File: src/rtl/ddr4_status_monitor.sv
// rtl/ddr4_status_monitor.sv - DDR4 calibration sync, app-interface snoop and packed status word
// Optional read-hang watchdog and RD_HANG state: define DDR4_STATUS_RD_WATCHDOG_EN.
module ddr4_status_monitor #(
  parameter int          DDR4_STATUS_SIZE     = 32,
  parameter logic [31:0] CALIB_TIMEOUT_CYCLES = 32'd16777216,
  parameter logic [15:0] RD_WATCHDOG_CYCLES   = 16'd4096
) (
  input  logic                        clk_i,
  input  logic                        reset_n_i,
  input  logic                        calib_complete_async_i,
  input  logic                        app_en_i,
  input  logic                        app_rdy_i,
  input  logic [2:0]                  app_cmd_i,
  input  logic                        app_rd_data_valid_i,
  input  logic                        app_rd_data_end_i,
  output logic [DDR4_STATUS_SIZE-1:0] ddr4_status_o,
  output logic                        ddr4_init_calib_complete_o
);

  typedef enum logic [1:0] {
    ST_WAIT_CALIB = 2'd0,
    ST_RUN        = 2'd1,
    ST_CALIB_FAIL = 2'd2,
    ST_RD_HANG    = 2'd3
  } state_t;

  state_t      r_state;
  logic        r_s1;
  logic        r_s2;
  logic        r_cto;
  logic        r_lost;
  logic        r_hang;
  logic        r_ovf;
  logic        r_unf;
  logic [7:0]  r_out;
  logic [15:0] r_done;
  logic [31:0] r_calib_cnt;

  logic w_rd_accept;
  logic w_rd_done;
  logic w_wd_expire;

  assign w_rd_accept = app_en_i & app_rdy_i & (app_cmd_i == 3'b001);
  assign w_rd_done   = app_rd_data_valid_i & app_rd_data_end_i;

  always_ff @(posedge clk_i or negedge reset_n_i) begin
    if (!reset_n_i) begin
      r_s1 <= 1'b0;
      r_s2 <= 1'b0;
    end else begin
      r_s1 <= calib_complete_async_i;
      r_s2 <= r_s1;
    end
  end

`ifdef DDR4_STATUS_RD_WATCHDOG_EN
  logic [15:0] r_wd_cnt;

  assign w_wd_expire = (r_state == ST_RUN) && (r_out != 8'd0) && !w_rd_done &&
                       (r_wd_cnt == RD_WATCHDOG_CYCLES - 16'd1);

  // Holds its value outside RUN so a brief calibration dip does not hide a stuck read.
  always_ff @(posedge clk_i or negedge reset_n_i) begin
    if (!reset_n_i) begin
      r_wd_cnt <= 16'd0;
    end else if (w_rd_done || (r_out == 8'd0) || w_wd_expire) begin
      r_wd_cnt <= 16'd0;
    end else if (r_state == ST_RUN) begin
      r_wd_cnt <= r_wd_cnt + 16'd1;
    end
  end
`else
  logic w_unused_wd_cfg;
  assign w_unused_wd_cfg = ^RD_WATCHDOG_CYCLES;
  assign w_wd_expire     = 1'b0;
`endif

  always_ff @(posedge clk_i or negedge reset_n_i) begin
    if (!reset_n_i) begin
      r_out  <= 8'd0;
      r_done <= 16'd0;
      r_ovf  <= 1'b0;
      r_unf  <= 1'b0;
    end else begin
      if (w_rd_done) begin
        r_done <= r_done + 16'd1;
      end
      case ({w_rd_accept, w_rd_done})
        2'b10: begin
          if (r_out == 8'hFF) r_ovf <= 1'b1;
          else                r_out <= r_out + 8'd1;
        end
        2'b01: begin
          if (r_out == 8'd0) r_unf <= 1'b1;
          else               r_out <= r_out - 8'd1;
        end
        default: ;
      endcase
    end
  end

  always_ff @(posedge clk_i or negedge reset_n_i) begin
    if (!reset_n_i) begin
      r_state     <= ST_WAIT_CALIB;
      r_calib_cnt <= 32'd0;
      r_cto       <= 1'b0;
      r_lost      <= 1'b0;
      r_hang      <= 1'b0;
    end else begin
      case (r_state)
        ST_WAIT_CALIB: begin
          if (r_s2) begin
            r_state <= ST_RUN;
          end else if (r_calib_cnt == CALIB_TIMEOUT_CYCLES - 32'd1) begin
            r_state <= ST_CALIB_FAIL;
            r_cto   <= 1'b1;
          end else begin
            r_calib_cnt <= r_calib_cnt + 32'd1;
          end
        end
        ST_CALIB_FAIL: begin
          if (r_s2) r_state <= ST_RUN;
        end
        ST_RUN: begin
          if (!r_s2) begin
            r_state     <= ST_WAIT_CALIB;
            r_lost      <= 1'b1;
            r_calib_cnt <= 32'd0;
          end else if (w_wd_expire) begin
            r_state <= ST_RD_HANG;
            r_hang  <= 1'b1;
          end
        end
        ST_RD_HANG: begin
          // Losing calibration outranks a late completion.
          if (!r_s2) begin
            r_state     <= ST_WAIT_CALIB;
            r_lost      <= 1'b1;
            r_calib_cnt <= 32'd0;
          end else if (w_rd_done) begin
            r_state <= ST_RUN;
          end
        end
      endcase
    end
  end

  always_comb begin
    ddr4_status_o       = '0;
    ddr4_status_o[31:0] = {r_done, r_out, r_unf, r_ovf, r_hang, r_lost, r_cto, r_s2, r_state};
  end

  assign ddr4_init_calib_complete_o = r_s2;

endmodule

File: config.mk
export PLATFORM = sky130hd
export DESIGN_NAME = ddr4_status_monitor
export DESIGN_NICKNAME = d
export VERILOG_FILES = /design/src/rtl/ddr4_status_monitor.sv
export SDC_FILE = /design/constraint.sdc
export NUM_CORES = 1
export LEC_CHECK = 0
export CORE_MARGIN = 10
export CORE_UTILIZATION = 50
export DETAILED_ROUTE_END_ITERATION = 10
export PLACE_DENSITY = 0.73
export SKIP_LAST_GASP = 1
export SLEW_MARGIN = 10
export SYNTH_ARGS = -nofsm -noshare
export SYNTH_HDL_FRONTEND = slang
export SYNTH_SLANG_ARGS = --single-unit
File: constraint.sdc
create_clock -name clk_i -period 5.2 [get_ports clk_i]
set_clock_uncertainty 0.05 [all_clocks]
set_input_delay 1.3 -clock clk_i [delete_from_list [all_inputs] [get_ports clk_i]]
set_output_delay 1.3 -clock clk_i [all_outputs]
set_load 0.005 [all_outputs]
# --- Yosys cells after proc, flatten, opt, wreduce, memory -nomap -nowiden ---
# Index checks and enable logic that the tools add are counted.
word_totals:
  reg_bits: 64
  inputBits: 10
  output_inout_bits: 33
  word_cells: 61
op_classes:
  addsub: 4
  n_eq_ne: 17
  muxes: 14
  bitwise: 4
  reduce_logical: 12
op_table:
  columns: ["op", "n"]
  rows:
  - ["$mux W32", 3]
  - ["$pmux W32 S2", 1]
  - ["$add A32 B1 Y32 const B", 1]
  - ["$eq A32 B24 Y1 const B", 1]
  - ["$add A16 B1 Y16 const B", 1]
  - ["$mux W8", 2]
  - ["$pmux W8 S2", 1]
  - ["$ne A2 B2 Y1 const B", 7]
  - ["$mux W2", 6]
  - ["$add A8 B1 Y8 const B", 1]
  - ["$eq A8 B8 Y1 const B", 1]
  - ["$logic_not A8 Y1", 1]
  - ["$pmux W2 S4", 1]
  - ["$reduce_and A4 Y1", 2]
  - ["$sub A8 B1 Y8 const B", 1]
  - ["$eq A2 B2 Y1 const B", 3]
  - ["$ne A3 B3 Y1 const B", 2]
  - ["$reduce_and A2 Y1", 3]
  - ["$reduce_and A3 Y1", 2]
  - ["$eq A2 B1 Y1 const B", 2]
  - ["$reduce_bool A2 Y1", 2]
  - ["$and A1 B1 Y1", 3]
  - ["$eq A3 B1 Y1 const B", 1]
  - ["$logic_not A2 Y1", 1]
  - ["2 further kinds", 2]

# --- Longest topological paths before layout ---
depth:
  ltp_word: 5
  ltp_mapped: 9

# --- Least setup slack after synthesis ---
# OpenSTA, ideal clock, no wires.
synth_timing:
  kind: "in2reg"
  from: "input port app_cmd_i[2]"
  to: "register r_out[6]"
  setup_time_ns: 0.126
  t_arrival_ns: 2.823
  t_required_ns: 5.024
  slack_ns: 2.201
  cell_stages: 7
  path_buffers: 0
  path_cell_list: "and4bb_2 > a21oi_1 > xor2_1 > ha_1 > nor4_1 > o21ai_0 > xnor2_1"
synth_between:
  elab_chain_cells: 5
  elab_cells_between_ends: 9
  cone_classes: "5 x eq/ne; 1 x mux; 1 x bitwise; 2 x reduce/logical"
synth_lines:
  columns: ["item", "line", "source"]
  rows:
  - ["start, declared", "13", "input logic [2:0] app_cmd_i,"]
  - ["$eq A3 B1 Y1 (*)", "43", "assign w_rd_accept = app_en_i & app_rdy_i & (app_cmd_i == 3'b001);"]
  - ["$and A1 B1 Y1 (*)", "43", null]
  - ["$eq A2 B1 Y1 / $eq A2 B2 Y1 (equally long branches)", "88", "case ({w_rd_accept, w_rd_done})"]
  - ["$ne A2 B2 Y1 (no source line) / $reduce_bool A2 Y1 (equally long branches)", null, null]
  - ["$reduce_and A3 Y1 (no source line)", null, null]
  - ["end signal, assigned", "91", "else r_out <= r_out + 8'd1;"]
  - ["end signal, assigned", "95", "else r_out <= r_out - 8'd1;"]
  - ["end, declared", "35", "logic [7:0] r_out;"]
# Mark *: on every way between the ends. The rest lies on a longest branch, timed or not.
# A chain may end at the register's enable or synchronous reset.

# --- Final worst setup path ---
# Ends and elaborated chain as after synthesis.

==> metrics.txt <==
total gr overflow=0; PostCTS Resize Cnt=0; port bufs=between 40 and 50; vias in the first global route=2,561; Die Span Y=between 100 and 150 microns; Pwr Total=about 0.0013 W; hpwl dp=around 4900 microns; Min-Delay Path Class=flop to flop; Initial Util=52.04%; Synth cell types=55; Main synth FF type=dfrtp_1; Final Cycle Share=64.08%; Post-Layout Cell Count=453; crit-path max FO=8; design area=3939 sq um; Final Max Tran Viols=0; slew margin rel.=49.32%; Leak=1.618 nW; Worst Tran Pin Value=between 0.7 and 0.8 ns; crit path time final=3.332 ns; Syn. warnings=0; Yosys reg bits=64; H-tree levels=3; Syn Area/Cell=9.976 sq um; die width=101.8 microns; Final setup viols=0; Core Area=about 6400 sq um; initial antenna violation count=0; drt drc=0; Sink Count=between 60 and 70; P per Cell Area=338.1 nW/um^2; Crit. End Element=flop; top cell type's share of synthesized area=47.92%; post-synth top area cell=dfrtp_1; status=finished, final reports clean; Placed Instance Area=3741 sq um; cts bufs inserted=9; Final ANT Viol Nets=0; Routability Congestion=0.8704; dpl cells=between 400 and 500; Area contributors post-synth=dfrtp_1 48%, xnor2_1 5.0%, nand3_1 3.6%; hold buffer count at CTS=0; final hold violations=0; Seq/Total Area, Yosys=between 40% and 50%; wire per inst=15.56 microns; mapped cell area=3342 sq um; post-CTS setup buffer count=0; CTS Buffer Depth=2; Sum Neg Setup Slack=0 ns; Gate Count Post-Synth=335; routed vias=around 2,700; Startpoint Class=primary input; fmax=around 300 MHz; via-per-instance ratio=5.885; Max Cap Viol=0; Placement Rows=29; area added between synthesis and finish=17.86%; DR pass1 iterations=4; required time of the critical path=5.37 ns; Setup Crit Path Kind=primary input to flop; layout cells sized above 1=between 7 and 8%; initial drt markers=113; EDFF count, synth=0; largest net degree at the start of global routing=37; Clock Root Buffer=clkbuf_8; Post-layout nets=384; Clock Latency Late Sink=approximately 0.35 ns; gr usage total=14.54%; clock tree from TritonCTS=built; syn nets=348; Ant. Diodes=0; Post-Route WL=7049 microns; first-pass GRT wire length=12,150 microns; Worst EP arrival=between 3 and 4 ns; Max VDD drop=about 0.00030 V; asr flop ratio synth=100.0%; RSZ-0062 raised after global routing=false; number of I/O pins=43; CTS clk-pin slew, worst paths=0.07 ns; Total Die Area=10,350 sq um
-- synthesized netlist by cell type, drive strengths merged (4+ instances only) --
library cell  count
o311ai            4
nand3            24
a21oi            13
nor4              7
o21ai            17
and3              7
o211ai            4
or4               6
o41ai             4
xor2             10
nor3             11
clkbuf            8
or3              13
nand2            33
o31ai             6
and2              5
dfrtp            64
nor2             21
nand4            14
nor2b             4
xnor2            19
buf              10
-- layout make-up --
class                           instances  area [sq um]
Tap cell                               77         96.34
Timing Repair Buffer                   43         420.4
Fill cell                             547          2484
Sequential cell                        64          1602
Clock buffer                           10         127.6
Clock inverter                          6         70.07
Multi-Input combinational cell        251          1615
Inverter                                2         7.507
-- worst max-delay path, cell delays in order --
cell	delay [ns]
clkdlybuf4s50_1	0.44
and4bb_2	0.25
a21oi_1	0.52
xor2_1	0.14
ha_1	0.27
nor4_1	0.27
o21ai_0	0.15
xnor2_1	0.16
-- metrics by stage --
stage	hold slack [ns]	utilization [%]	setup slack [ns]
after floorplan	0.2812	-	2.201
after global placement	0.2830	58.25	1.578
after detailed placement	0.3038	58.25	1.515
after CTS	0.3155	61.33	1.877
after global routing	0.3229	61.33	1.721
final	0.3135	61.33	1.868
-- registers in the layout (all words and copies together) (netlist names), 2 cells and up --
register,count
r_calib_cnt,32
r_done,16
r_out,8
r_state,2
-- where the power goes --
part	leakage, nW	internal [W]	switching (W)
Sequential	0.855	0.000551	0.0000877
Clock	0.0887	0.000223	0.000207
Combinational	0.675	0.000156	0.000107
Total	1.62	0.000931	0.000401
-- cells by family after synthesis --
logic type               after synthesis  synth area share [%]
AO/OA/AOI/OAI                         59                 12.24
XOR/XNOR                              29                 7.600
other                                  1                0.1122
multiplexers                           3                0.9360
AND/OR/NAND/NOR                      156                 26.32
adder cells (fa/ha/maj)                3                 1.123
flip-flops                            64                 47.92
buffers and inverters                 20                 3.744
-- per-layer routing --
| metal | up-vias | share of wire [%] | GRT usage [%] |
|---|---|---|---|
| li1 | 1304 | - | - |
| met1 | 1292 | 46 | 18.06 |
| met2 | 63 | 45 | 21.47 |
| met3 | 7 | 8.2 | 6.467 |
| met4 | 0 | 0.89 | 6.161 |
| met5 | - | 0 | 0 |
-- path summary, 6_finish.rpt --
check | start | endpoint | slack, ns | depth (start not counted)
max in group asynchronous | reset_n_i | r_calib_cnt[31] | 3.29 | 2
worst max-delay path | app_cmd_i[2] | r_out[6] | 1.87 | 8
min in group asynchronous | reset_n_i | r_calib_cnt[8] | 0.92 | 1
worst min-delay path | r_s1 | ddr4_init_calib_complete_o | 0.31 | 0
worst max register to register | r_calib_cnt[0] | r_calib_cnt[12] | 2.68 | 6
worst min register to register | r_s1 | ddr4_init_calib_complete_o | 0.31 | 0
-- layout by cell type, fill, tap and decap left out, types with 3 or more instances in the layout --
cell type / count
nor3_1: 7
nor3_2: 3
and3_1: 7
o21ai_1: 4
o311ai_0: 4
o211ai_1: 4
nand3_1: 24
or3_1: 13
nor2_1: 20
clkbuf_8: 9
o31ai_1: 5
ha_1: 3
nand4_1: 13
clkdlybuf4s50_1: 40
xor2_1: 10
o41ai_1: 4
or4_1: 6
dfrtp_1: 64
nand2_1: 32
and2_1: 5
xnor2_1: 19
o21ai_0: 13
nor2b_1: 4
nand2b_1: 3
a21oi_1: 12
clkinvlp_4: 3
nor4_1: 7
Power figures use the tool's default switching activity.
